File: src/rtl/multi_config_initializer_pkg.sv
// Shared types and constants for the multi-channel configuration loader.
// Bus encodings, word tags and the per-channel word layout live here.
package init_pkg;

    typedef enum logic [2:0] {
        IDLE  = 3'd0,
        REQ   = 3'd1,
        ADDR  = 3'd2,
        DATA  = 3'd3,
        DONE  = 3'd4,
        ERROR = 3'd5
    } state_t;

    localparam logic [1:0] HTRANS_IDLE   = 2'b00;
    localparam logic [1:0] HTRANS_NONSEQ = 2'b10;
    localparam logic [1:0] HRESP_OKAY    = 2'b00;

    localparam int unsigned TAG_WIDTH  = 1;
    localparam int unsigned TAG_HEIGHT = 2;
    localparam int unsigned TAG_RDADDR = 3;
    localparam int unsigned TAG_WRADDR = 4;
    localparam int unsigned TAG_FILTER = 5;

    localparam int unsigned WORDS_PER_CH = 5;

    // Byte offset of word wd of channel ch from the configuration base.
    function automatic int unsigned word_offset(int unsigned ch, int unsigned wd);
        return 4 * (WORDS_PER_CH * ch + wd);
    endfunction

endpackage

File: src/rtl/multi_config_initializer_word_checker.sv
// Combinational check of one fetched configuration word: OKAY response and
// matching tag in the top TAG_W bits; the remaining bits are the payload.
module init_word_checker
    import init_pkg::*;
#(
    parameter int BUSWIDTH = 32,
    parameter int TAG_W    = 3
) (
    input  logic [BUSWIDTH-1:0]       hrdata,
    input  logic [1:0]                hresp,
    input  logic [TAG_W-1:0]          exp_tag,
    output logic                      ok,
    output logic [BUSWIDTH-TAG_W-1:0] payload
);

    always_comb begin
        ok      = (hresp == HRESP_OKAY) && (hrdata[BUSWIDTH-1 -: TAG_W] == exp_tag);
        payload = hrdata[BUSWIDTH-TAG_W-1:0];
    end

endmodule

File: src/rtl/multi_config_initializer.sv
// AHB read master that fetches five tagged configuration words per channel,
// retries bad words and publishes the per-channel image/filter settings.
module multi_config_initializer
    import init_pkg::*;
#(
    parameter int                   BUSWIDTH      = 32,
    parameter int                   TAG_W         = 3,
    parameter int                   NUM_CH        = 2,
    parameter int                   FILTER_W      = 2,
    parameter logic [BUSWIDTH-1:0]  CFG_BASE_ADDR = 32'h0000_0D00,
    parameter int                   MAX_RETRY     = 3,
    localparam int                  PAY_W         = BUSWIDTH - TAG_W
) (
    input  logic                       ahb_hclk,
    input  logic                       n_rst,
    input  logic                       start,
    input  logic                       ahb_hgrant,
    input  logic                       ahb_hready,
    input  logic [1:0]                 ahb_hresp,
    input  logic [BUSWIDTH-1:0]        ahb_hrdata,
    output logic                       ahb_hbusreq,
    output logic [1:0]                 ahb_htrans,
    output logic                       ahb_hwrite,
    output logic [BUSWIDTH-1:0]        ahb_haddr,
    output logic [NUM_CH*PAY_W-1:0]    width,
    output logic [NUM_CH*PAY_W-1:0]    height,
    output logic [NUM_CH*PAY_W-1:0]    readStartAddress,
    output logic [NUM_CH*PAY_W-1:0]    writeStartAddress,
    output logic [NUM_CH*FILTER_W-1:0] filterType,
    output logic                       final_enable,
    output logic                       cfg_error,
    output logic [15:0]                err_index
);

    localparam int CH_W = (NUM_CH > 1) ? $clog2(NUM_CH) : 1;
    localparam int RT_W = $clog2(MAX_RETRY + 1) + 1;
    localparam logic [CH_W-1:0] LAST_CH = CH_W'(NUM_CH - 1);
    localparam logic [2:0]      LAST_WD = 3'(WORDS_PER_CH - 1);

    state_t             state, state_n;
    logic [CH_W-1:0]    ch, ch_n;
    logic [2:0]         wd, wd_n;
    logic [RT_W-1:0]    retry, retry_n;
    logic               word_ok;
    logic [PAY_W-1:0]   payload;
    logic               last_word;
    logic               accept;
    logic [BUSWIDTH-1:0] next_addr;

    init_word_checker #(
        .BUSWIDTH (BUSWIDTH),
        .TAG_W    (TAG_W)
    ) u_checker (
        .hrdata  (ahb_hrdata),
        .hresp   (ahb_hresp),
        .exp_tag (TAG_W'(wd + 3'd1)),
        .ok      (word_ok),
        .payload (payload)
    );

    always_comb begin
        state_n   = state;
        ch_n      = ch;
        wd_n      = wd;
        retry_n   = retry;
        accept    = 1'b0;
        last_word = (ch == LAST_CH) && (wd == LAST_WD);
        case (state)
            IDLE, DONE, ERROR: begin
                if (start) begin
                    state_n = REQ;
                    ch_n    = '0;
                    wd_n    = '0;
                    retry_n = '0;
                end
            end
            REQ:  if (ahb_hgrant) state_n = ADDR;
            ADDR: if (ahb_hready) state_n = DATA;
            DATA: begin
                if (ahb_hready) begin
                    if (word_ok) begin
                        accept  = 1'b1;
                        retry_n = '0;
                        if (last_word) begin
                            state_n = DONE;
                        end else begin
                            if (wd == LAST_WD) begin
                                wd_n = '0;
                                ch_n = ch + 1'b1;
                            end else begin
                                wd_n = wd + 3'd1;
                            end
                            state_n = ahb_hgrant ? ADDR : REQ;
                        end
                    end else if (retry != RT_W'(MAX_RETRY)) begin
                        retry_n = retry + 1'b1;
                        state_n = ahb_hgrant ? ADDR : REQ;
                    end else begin
                        state_n = ERROR;
                    end
                end
            end
            default: state_n = IDLE;
        endcase
        next_addr = CFG_BASE_ADDR + BUSWIDTH'(word_offset(32'(ch_n), 32'(wd_n)));
    end

    always_comb begin
        ahb_htrans  = (state == ADDR) ? HTRANS_NONSEQ : HTRANS_IDLE;
        ahb_hbusreq = (state == REQ) || (state == ADDR) || ((state == DATA) && !last_word);
        ahb_hwrite  = 1'b0;
    end

    always_ff @(posedge ahb_hclk) begin
        if (!n_rst) begin
            state             <= IDLE;
            ch                <= '0;
            wd                <= '0;
            retry             <= '0;
            ahb_haddr         <= '0;
            width             <= '0;
            height            <= '0;
            readStartAddress  <= '0;
            writeStartAddress <= '0;
            filterType        <= '0;
            final_enable      <= 1'b0;
            cfg_error         <= 1'b0;
            err_index         <= '0;
        end else begin
            state <= state_n;
            ch    <= ch_n;
            wd    <= wd_n;
            retry <= retry_n;
            // Address is latched on entry to ADDR so it stays stable through hready stalls.
            if (state_n == ADDR) ahb_haddr <= next_addr;
            if ((state == IDLE || state == DONE || state == ERROR) && start) begin
                final_enable <= 1'b0;
                cfg_error    <= 1'b0;
            end
            if (accept) begin
                case (wd)
                    3'd0: width[int'(ch)*PAY_W +: PAY_W]             <= payload;
                    3'd1: height[int'(ch)*PAY_W +: PAY_W]            <= payload;
                    3'd2: readStartAddress[int'(ch)*PAY_W +: PAY_W]  <= payload;
                    3'd3: writeStartAddress[int'(ch)*PAY_W +: PAY_W] <= payload;
                    3'd4: filterType[int'(ch)*FILTER_W +: FILTER_W]  <= payload[FILTER_W-1:0];
                    default: ;
                endcase
            end
            if (state == DATA && state_n == DONE) final_enable <= 1'b1;
            if (state == DATA && state_n == ERROR) begin
                cfg_error <= 1'b1;
                err_index <= {13'(ch), wd};
            end
        end
    end

endmodule

File: config.mk
export PLATFORM = sky130hd
export DESIGN_NAME = multi_config_initializer
export DESIGN_NICKNAME = d
export VERILOG_FILES = /design/src/rtl/multi_config_initializer_pkg.sv /design/src/rtl/multi_config_initializer_word_checker.sv /design/src/rtl/multi_config_initializer.sv
export SDC_FILE = /design/constraint.sdc
export NUM_CORES = 1
export LEC_CHECK = 0
export BUFFER_PORTS_ARGS = -buffer_cell sky130_fd_sc_hd__buf_2
export CAP_MARGIN = 40
export CORE_MARGIN = 2
export CORE_UTILIZATION = 53
export CTS_BUF_LIST = sky130_fd_sc_hd__clkbuf_4
export CTS_CLUSTER_DIAMETER = 80
export DETAILED_ROUTE_END_ITERATION = 7
export HOLD_SLACK_MARGIN = 0.03
export PLACE_DENSITY_LB_ADDON = 0.12
export SYNTH_ARGS = -nofsm -noshare
export SYNTH_HDL_FRONTEND = slang
export SYNTH_SLANG_ARGS = --single-unit
File: constraint.sdc
create_clock -name ahb_hclk -period 4.65 [get_ports ahb_hclk]
set_clock_uncertainty 0.15 [all_clocks]
set_input_delay 0.93 -clock ahb_hclk [delete_from_list [all_inputs] [get_ports ahb_hclk]]
set_output_delay 0.93 -clock ahb_hclk [all_outputs]
set_load 0.01 [all_outputs]
==> Word-level counts from Yosys, hierarchy flattened <==
Cells that the tools add are included.
{ "op_classes": {"muxes": 38, "multipliers": 2, "n_shift": 4, "reduce_logical": 24, "eq_ne": 17, "n_addsub": 7} }
{ "ops": {"columns": ["op", "count"], "rows": [
  ["bitwise mux 58 bit", 4],
  ["variable shift 29 x 33 -> 58 bit (first input constant)", 1],
  ["variable part select 29 x 33 -> 58 bit", 1],
  ["2-to-1 mux 3 bit", 16],
  ["negator 2 -> 33 bit", 1],
  ["negator 6 -> 33 bit", 1],
  ["variable shift 2 x 33 -> 4 bit (first input constant)", 1],
  ["variable part select 2 x 33 -> 4 bit", 1],
  ["== test 3 x 2 -> 1 bit (second input constant)", 5],
  ["== test 3 bit (second input constant)", 5],
  ["adder 12 x 7 -> 13 bit (first input constant)", 1],
  ["case mux 3 bit (2 select lines)", 2],
  ["case mux 3 bit (4 select lines)", 1],
  ["2-to-1 mux 1 bit", 11],
  ["AND reduction 2 bit", 5],
  ["adder 3 x 1 -> 3 bit (second input constant)", 2],
  ["== test 3 x 1 -> 1 bit (second input constant)", 2],
  ["logical AND 1 bit", 6],
  ["zero test 3 bit", 2],
  ["multiplier 1 x 5 -> 6 bit (second input constant)", 1],
  ["!= test 3 x 2 -> 1 bit (second input constant)", 2],
  ["nonzero test 2 bit", 3],
  ["adder 4 x 3 -> 5 bit", 1],
  ["bitwise mux 4 bit", 1],
  ["other kinds (11)", 16]
]} }
{ "totals": {"inputBits": 39, "word_cells": 105, "output_inout_bits": 290, "register_bits": 284} }

==> Logic depth before layout (Yosys ltp) <==
{ "depth": {"ltp_word": 9, "ltp_mapped": 12, "mapped_depth_nobuf": 11} }

==> Cells and area by module <==
A second synthesis with hierarchy kept.
{ "hier_totals": {"cells_unflattened": 1277, "area_unflattened_um2": 10279.9} }
{ "modules_own_cells": {"columns": ["mod", "n_inst", "area_per_inst_um2", "seq_area_each_um2", "cells_each"], "rows": [
  ["multi_config_initializer", 1, 10023.4, 5144.9, 1243],
  ["init_word_checker", 1, 256.5, 0.0, 34]
]} }

==> Worst setup path after synthesis <==
Ideal clock, no wire load.
{ "synth_timing": {"path_type": "input to register", "from": "input port ahb_hresp[1]", "to": "register ahb_haddr[5]", "required_time_ns": 4.373, "arrival_ns": 3.101, "stages": 10, "setup_time_ns": 0.127, "path_slack_ns": 1.272, "path_buffers": 1, "path_cell_list": "or2_2 or4_1 buf_2 a2111oi_0 a31o_2 ha_1 and2_1 and4_1 o31ai_1 mux2i_1"} }
{ "synth_between": {"elab_cells_between_ends": 15, "cone_classes": "add/sub (2); mul (1); eq/ne (1); mux (9); reduce/logical (2)"} }
{ "synth_rtl": {"columns": ["element", "line_no", "rtl"], "rows": [
  ["start: declaration", "multi_config_initializer.sv:19", "input logic [1:0] ahb_hresp,"],
  ["zero test 2 bit", "multi_config_initializer_word_checker.sv:17", "ok = (hresp == HRESP_OKAY) && (hrdata[BUSWIDTH-1 -: TAG_W] == exp_tag);"],
  ["logical AND 1 bit", "multi_config_initializer_word_checker.sv:17", null],
  ["2-to-1 mux 3 bit", "multi_config_initializer.sv:81", "if (word_ok) begin"],
  ["2-to-1 mux 3 bit", "multi_config_initializer.sv:80", "if (ahb_hready) begin"],
  ["case mux 3 bit (2 select lines)", "multi_config_initializer.sv:68", "case (state)"],
  ["via wd_n[2]", "multi_config_initializer.sv:42", "logic [2:0] wd, wd_n;"],
  ["adder 4 x 3 -> 5 bit", "multi_config_initializer_pkg.sv:28", "return 4 * (WORDS_PER_CH * ch + wd);"],
  ["adder 12 x 7 -> 13 bit", "multi_config_initializer.sv:105", "next_addr = CFG_BASE_ADDR + BUSWIDTH'(word_offset(32'(ch_n), 32'(wd_n)));"],
  ["end signal: assignment", "multi_config_initializer.sv:135", "if (state_n == ADDR) ahb_haddr <= next_addr;"],
  ["end: declaration", "multi_config_initializer.sv:24", "output logic [BUSWIDTH-1:0] ahb_haddr,"]
]} }
The timed path passes the listed nets, and every way through them passes these cells.
A chain may end at the register's enable or synchronous reset.

==> Worst setup path in the final report <==
{ "layout_timing": {"from": "register wd[0]", "to": "register ahb_haddr[5]"} }
{ "layout_between": {"elab_cells_between_ends": 24, "cone_classes": "add/sub (3); mul (1); eq/ne (3); mux (15); reduce/logical (2)"} }
{ "layout_rtl": {"columns": ["element", "line_no", "rtl"], "rows": [
  ["start: declaration", "multi_config_initializer.sv:42", null],
  ["start signal: assignment", "multi_config_initializer.sv:132", "wd <= wd_n;"],
  ["adder 3 x 1 -> 3 bit / == test 3 bit (equally long branches)", null, null],
  ["== test 3 bit (tied with other cells)", "multi_config_initializer_word_checker.sv:17", null],
  ["logical AND 1 bit / 2-to-1 mux 3 bit (equally long branches)", "multi_config_initializer_word_checker.sv:17, multi_config_initializer.sv:84", null],
  ["2-to-1 mux 3 bit", "multi_config_initializer.sv:81", null],
  ["2-to-1 mux 3 bit", "multi_config_initializer.sv:80", null],
  ["case mux 3 bit (2 select lines) *", "multi_config_initializer.sv:68", null],
  ["via wd_n[0]", "multi_config_initializer.sv:42", null],
  ["adder 4 x 3 -> 5 bit *", "multi_config_initializer_pkg.sv:28", null],
  ["adder 12 x 7 -> 13 bit *", "multi_config_initializer.sv:105", null]
]} }
Mark *: on every way through the listed nets, which the timed path passes. The rest lies on a longest branch.

==> flow_summary.ini <==
[worst_setup_path]
required_ns = 4.99
critPathKind = flip-flop to flip-flop
crit_arrival_ns = 4.07
crit_path_end_kind = flip-flop
path_max_fanout = 9
worstSetupStartpointType = flip-flop

[sta]
fin_tns_setup_ns = 0
min_period_over_period = 0.802
relSlewSlack = 0.574
finalHoldViolCount = 0
rsz0062_at_grt = no
layout_min_cycle_time_ns = 3.73
fin_hold_ws_ns = 0.299
final-setup-viol-count = 0
finalWorstSetupSlack_ns = 0.920
max_freq_mhz = 268
worstMarginPinSlew_ns = 0.634
slew_violations = 0

[synthesis]
yosysSeqAreaShare = 0.489
synth-seq-cells = 257
syn_inst = 1260
post_synth_num_cell_types = 49
synth_edf_count = 0
ys.flop_type = dfxtp_1
ys_warn_count = 0
avgSynthCellArea_um2 = 8.35
synth-async-reset-ratio = 0
netlist_area_um2 = 10500

[cts]
ctsResizeCount = 0
clk_latency_ns = 0.63
cts.sinks = 257
tritoncts = yes
cts_setup_buffers = 0
cts_buffers = 67
clockBufferDepth = 3
clk_pin_slew_ns = 0.06
cts-hold-fix-buffers = 0
cts.htree.levels = 3
cts_root_buf = clkbuf_4

[global_routing]
grt_usage = 0.276
antenna_found_initial = 1
grt_first_pass_wirelength_um = 44900
grt_max_degree = 117
grt_overflow = 0
grt_pass1_vias = 8358

[cells_and_area]
area_growth_syn_to_layout_pct = 18.6
nets = 1566
drive_above_1_share = 0.264
design_area_um2 = 12500

[floorplan]
row_count = 51
pin_count = 329
core_region_area_um2 = 19500
die_y_um = 145
die_area_um2 = 21000
initial_core_util = 0.541
die_x_um = 145

[power_and_ir_drop]
leakage_nw = 5.28
seq_power_share = 0.541
p_per_area_nw_per_um2 = 328
switchingPower_w = 0.000953
combinationalPowerShare = 0.042
switching_share = 0.233
power.share.clock = 0.417
vdd_drop_max_uv = 195
p_int_w = 0.00313

[drt]
routedWlPerCell_um = 16.5
drt_iter0_drc = 477
routed_wl_um = 29900
num_vias = 9169
ant_nets = 0
drc_errors = 0
dr.pass1.iters = 5
viasPerCell = 5.07

[worst_hold_path]
hp-class = flip-flop to flip-flop

[placed_design]
io_buffers = 289
hpwl_um = 19800
place_area_um2 = 11800
dp_slack_ns = 0.884
gp_congestion = 0.896

[outcome]
status = complete, no violations

[run]
cap_violations = 0
kinds of logic (layout without fill, tap and decap cells):
logic type      Yosys count  count (layout)  share of synthesized area
simple gates            550             550                      0.213
xor+xnor                  4               4                    0.00333
buf+inv                 164             410                     0.0840
mux                      12              12                     0.0114
fa+ha+maj                10              10                     0.0119
compound gates          262             262                      0.187
flops                   257             257                      0.489
other cells               1              40                   0.000356
synthesized netlist by cell type (2+ instances only):
cell / instances / area share
nand2_1: 489 / 0.17
a21boi_0: 218 / 0.16
buf_6: 2 / 0.0021
nor2b_1: 7 / 0.0042
a21boi_1: 20 / 0.014
mux2i_1: 12 / 0.011
nor4_1: 2 / 0.0012
and2_1: 7 / 0.0042
o41ai_1: 2 / 0.0017
clkbuf_1: 60 / 0.021
nand3_1: 5 / 0.0024
and3_1: 3 / 0.0018
inv_1: 6 / 0.0021
buf_4: 53 / 0.038
and4_1: 9 / 0.0075
xnor2_1: 2 / 0.0017
ha_1: 10 / 0.012
o21a_1: 3 / 0.0021
o21ai_0: 5 / 0.0024
dfxtp_1: 257 / 0.49
a21oi_1: 2 / 0.00095
xor2_1: 2 / 0.0017
buf_2: 43 / 0.020
nor3_1: 4 / 0.0019
nand4_1: 7 / 0.0042
nand3b_1: 2 / 0.0014
nor2_1: 6 / 0.0021
worst max-delay path, stage by stage, from the launching register on:
cell      delay (ns)
dfxtp_1         0.49
inv_1           0.11
ha_1            0.36
xor2_1          0.18
or4_1           0.76
o311ai_0        0.39
o21ai_0         0.21
ha_1            0.24
and2_1          0.16
a41o_1          0.24
o31ai_1         0.19
mux2i_1         0.10
flip-flops by register name (all words and copies together) (netlist names):
signal and cells:
ahb_haddr 5, cfg_error 1, ch 1, err_index 4, filterType 4, final_enable 1
height 58, readStartAddress 58, retry 3, state 3, wd 3, width 58
writeStartAddress 58
area by class of cell:
class | count | area (um^2)
Timing Repair Buffer | 308 | 1630
Clock buffer | 89 | 668
Inverter | 6 | 22.5
Fill cell | 1759 | 6990
Tap cell | 265 | 332
Antenna cell | 1 | 2.50
Multi-Input combinational cell | 877 | 4650
Clock inverter | 7 | 28.8
Sequential cell | 257 | 5140
routing by layer:
metal,up-vias,global-route usage,wire length (um)
li1,4524,-,-
met3,52,0.0803,2550
met2,347,0.455,14200
met5,-,0,0
met1,4246,0.341,12400
met4,0,0.107,799
metrics by stage:
step,cells,total power [W],utilization
CTS,1809,0.00414,0.641
global route,1810,0.00426,0.641
global placement,1712,0.00243,0.604
finish,1810,0.00409,0.641
floorplan,1298,0.00241,-
detailed placement,1713,0.00243,0.605
worst paths after layout:
kind,startpoint,end,slack [ns],cells past startpoint
worst max-delay path,wd[0]$_SDFF_PN0_,ahb_haddr[5]$_SDFFE_PN0N_,0.92,11
worst min-delay path,writeStartAddress[27]$_SDFFE_PN0P_,writeStartAddress[27]$_SDFFE_PN0P_,0.30,2
worst max register to register,wd[0]$_SDFF_PN0_,ahb_haddr[5]$_SDFFE_PN0N_,0.92,11
worst min register to register,writeStartAddress[27]$_SDFFE_PN0P_,writeStartAddress[27]$_SDFFE_PN0P_,0.30,2
cell usage in the layout (no fill, tap or decap), types with 2 or more instances in the layout:
cell,netlist,layout
nand2_1,489,489
a21boi_0,218,218
nand4_1,7,7
a21oi_1,2,2
mux2i_1,12,12
buf_4,53,17
conb_1,1,39
and4_1,9,9
inv_1,6,6
nor2b_1,7,7
xnor2_1,2,2
clkinv_2,0,2
o41ai_1,2,2
nor3_1,4,4
nand3b_1,2,2
and2_1,7,7
buf_2,43,288
dfxtp_1,257,257
o21ai_0,5,5
nand3_1,5,5
and3_1,3,3
a21boi_1,20,20
xor2_1,2,2
clkinv_1,0,4
o21a_1,3,3
clkbuf_4,0,89
nor2_1,6,6
ha_1,10,10
power by group through the flow:
| stage | clock [W] | sequential, W | combinational (W) |
|---|---|---|---|
| 3_5_place_dp | 0 | 0.00226 | 0.000169 |
| 6_report | 0.00171 | 0.00221 | 0.000171 |
| 4_1_cts | 0.00176 | 0.00221 | 0.000170 |
| 5_1_grt | 0.00187 | 0.00221 | 0.000185 |
| 3_3_place_gp | 0 | 0.00226 | 0.000168 |
| 2_1_floorplan | 0 | 0.00226 | 0.000155 |
Power figures use the tool's default switching activity.
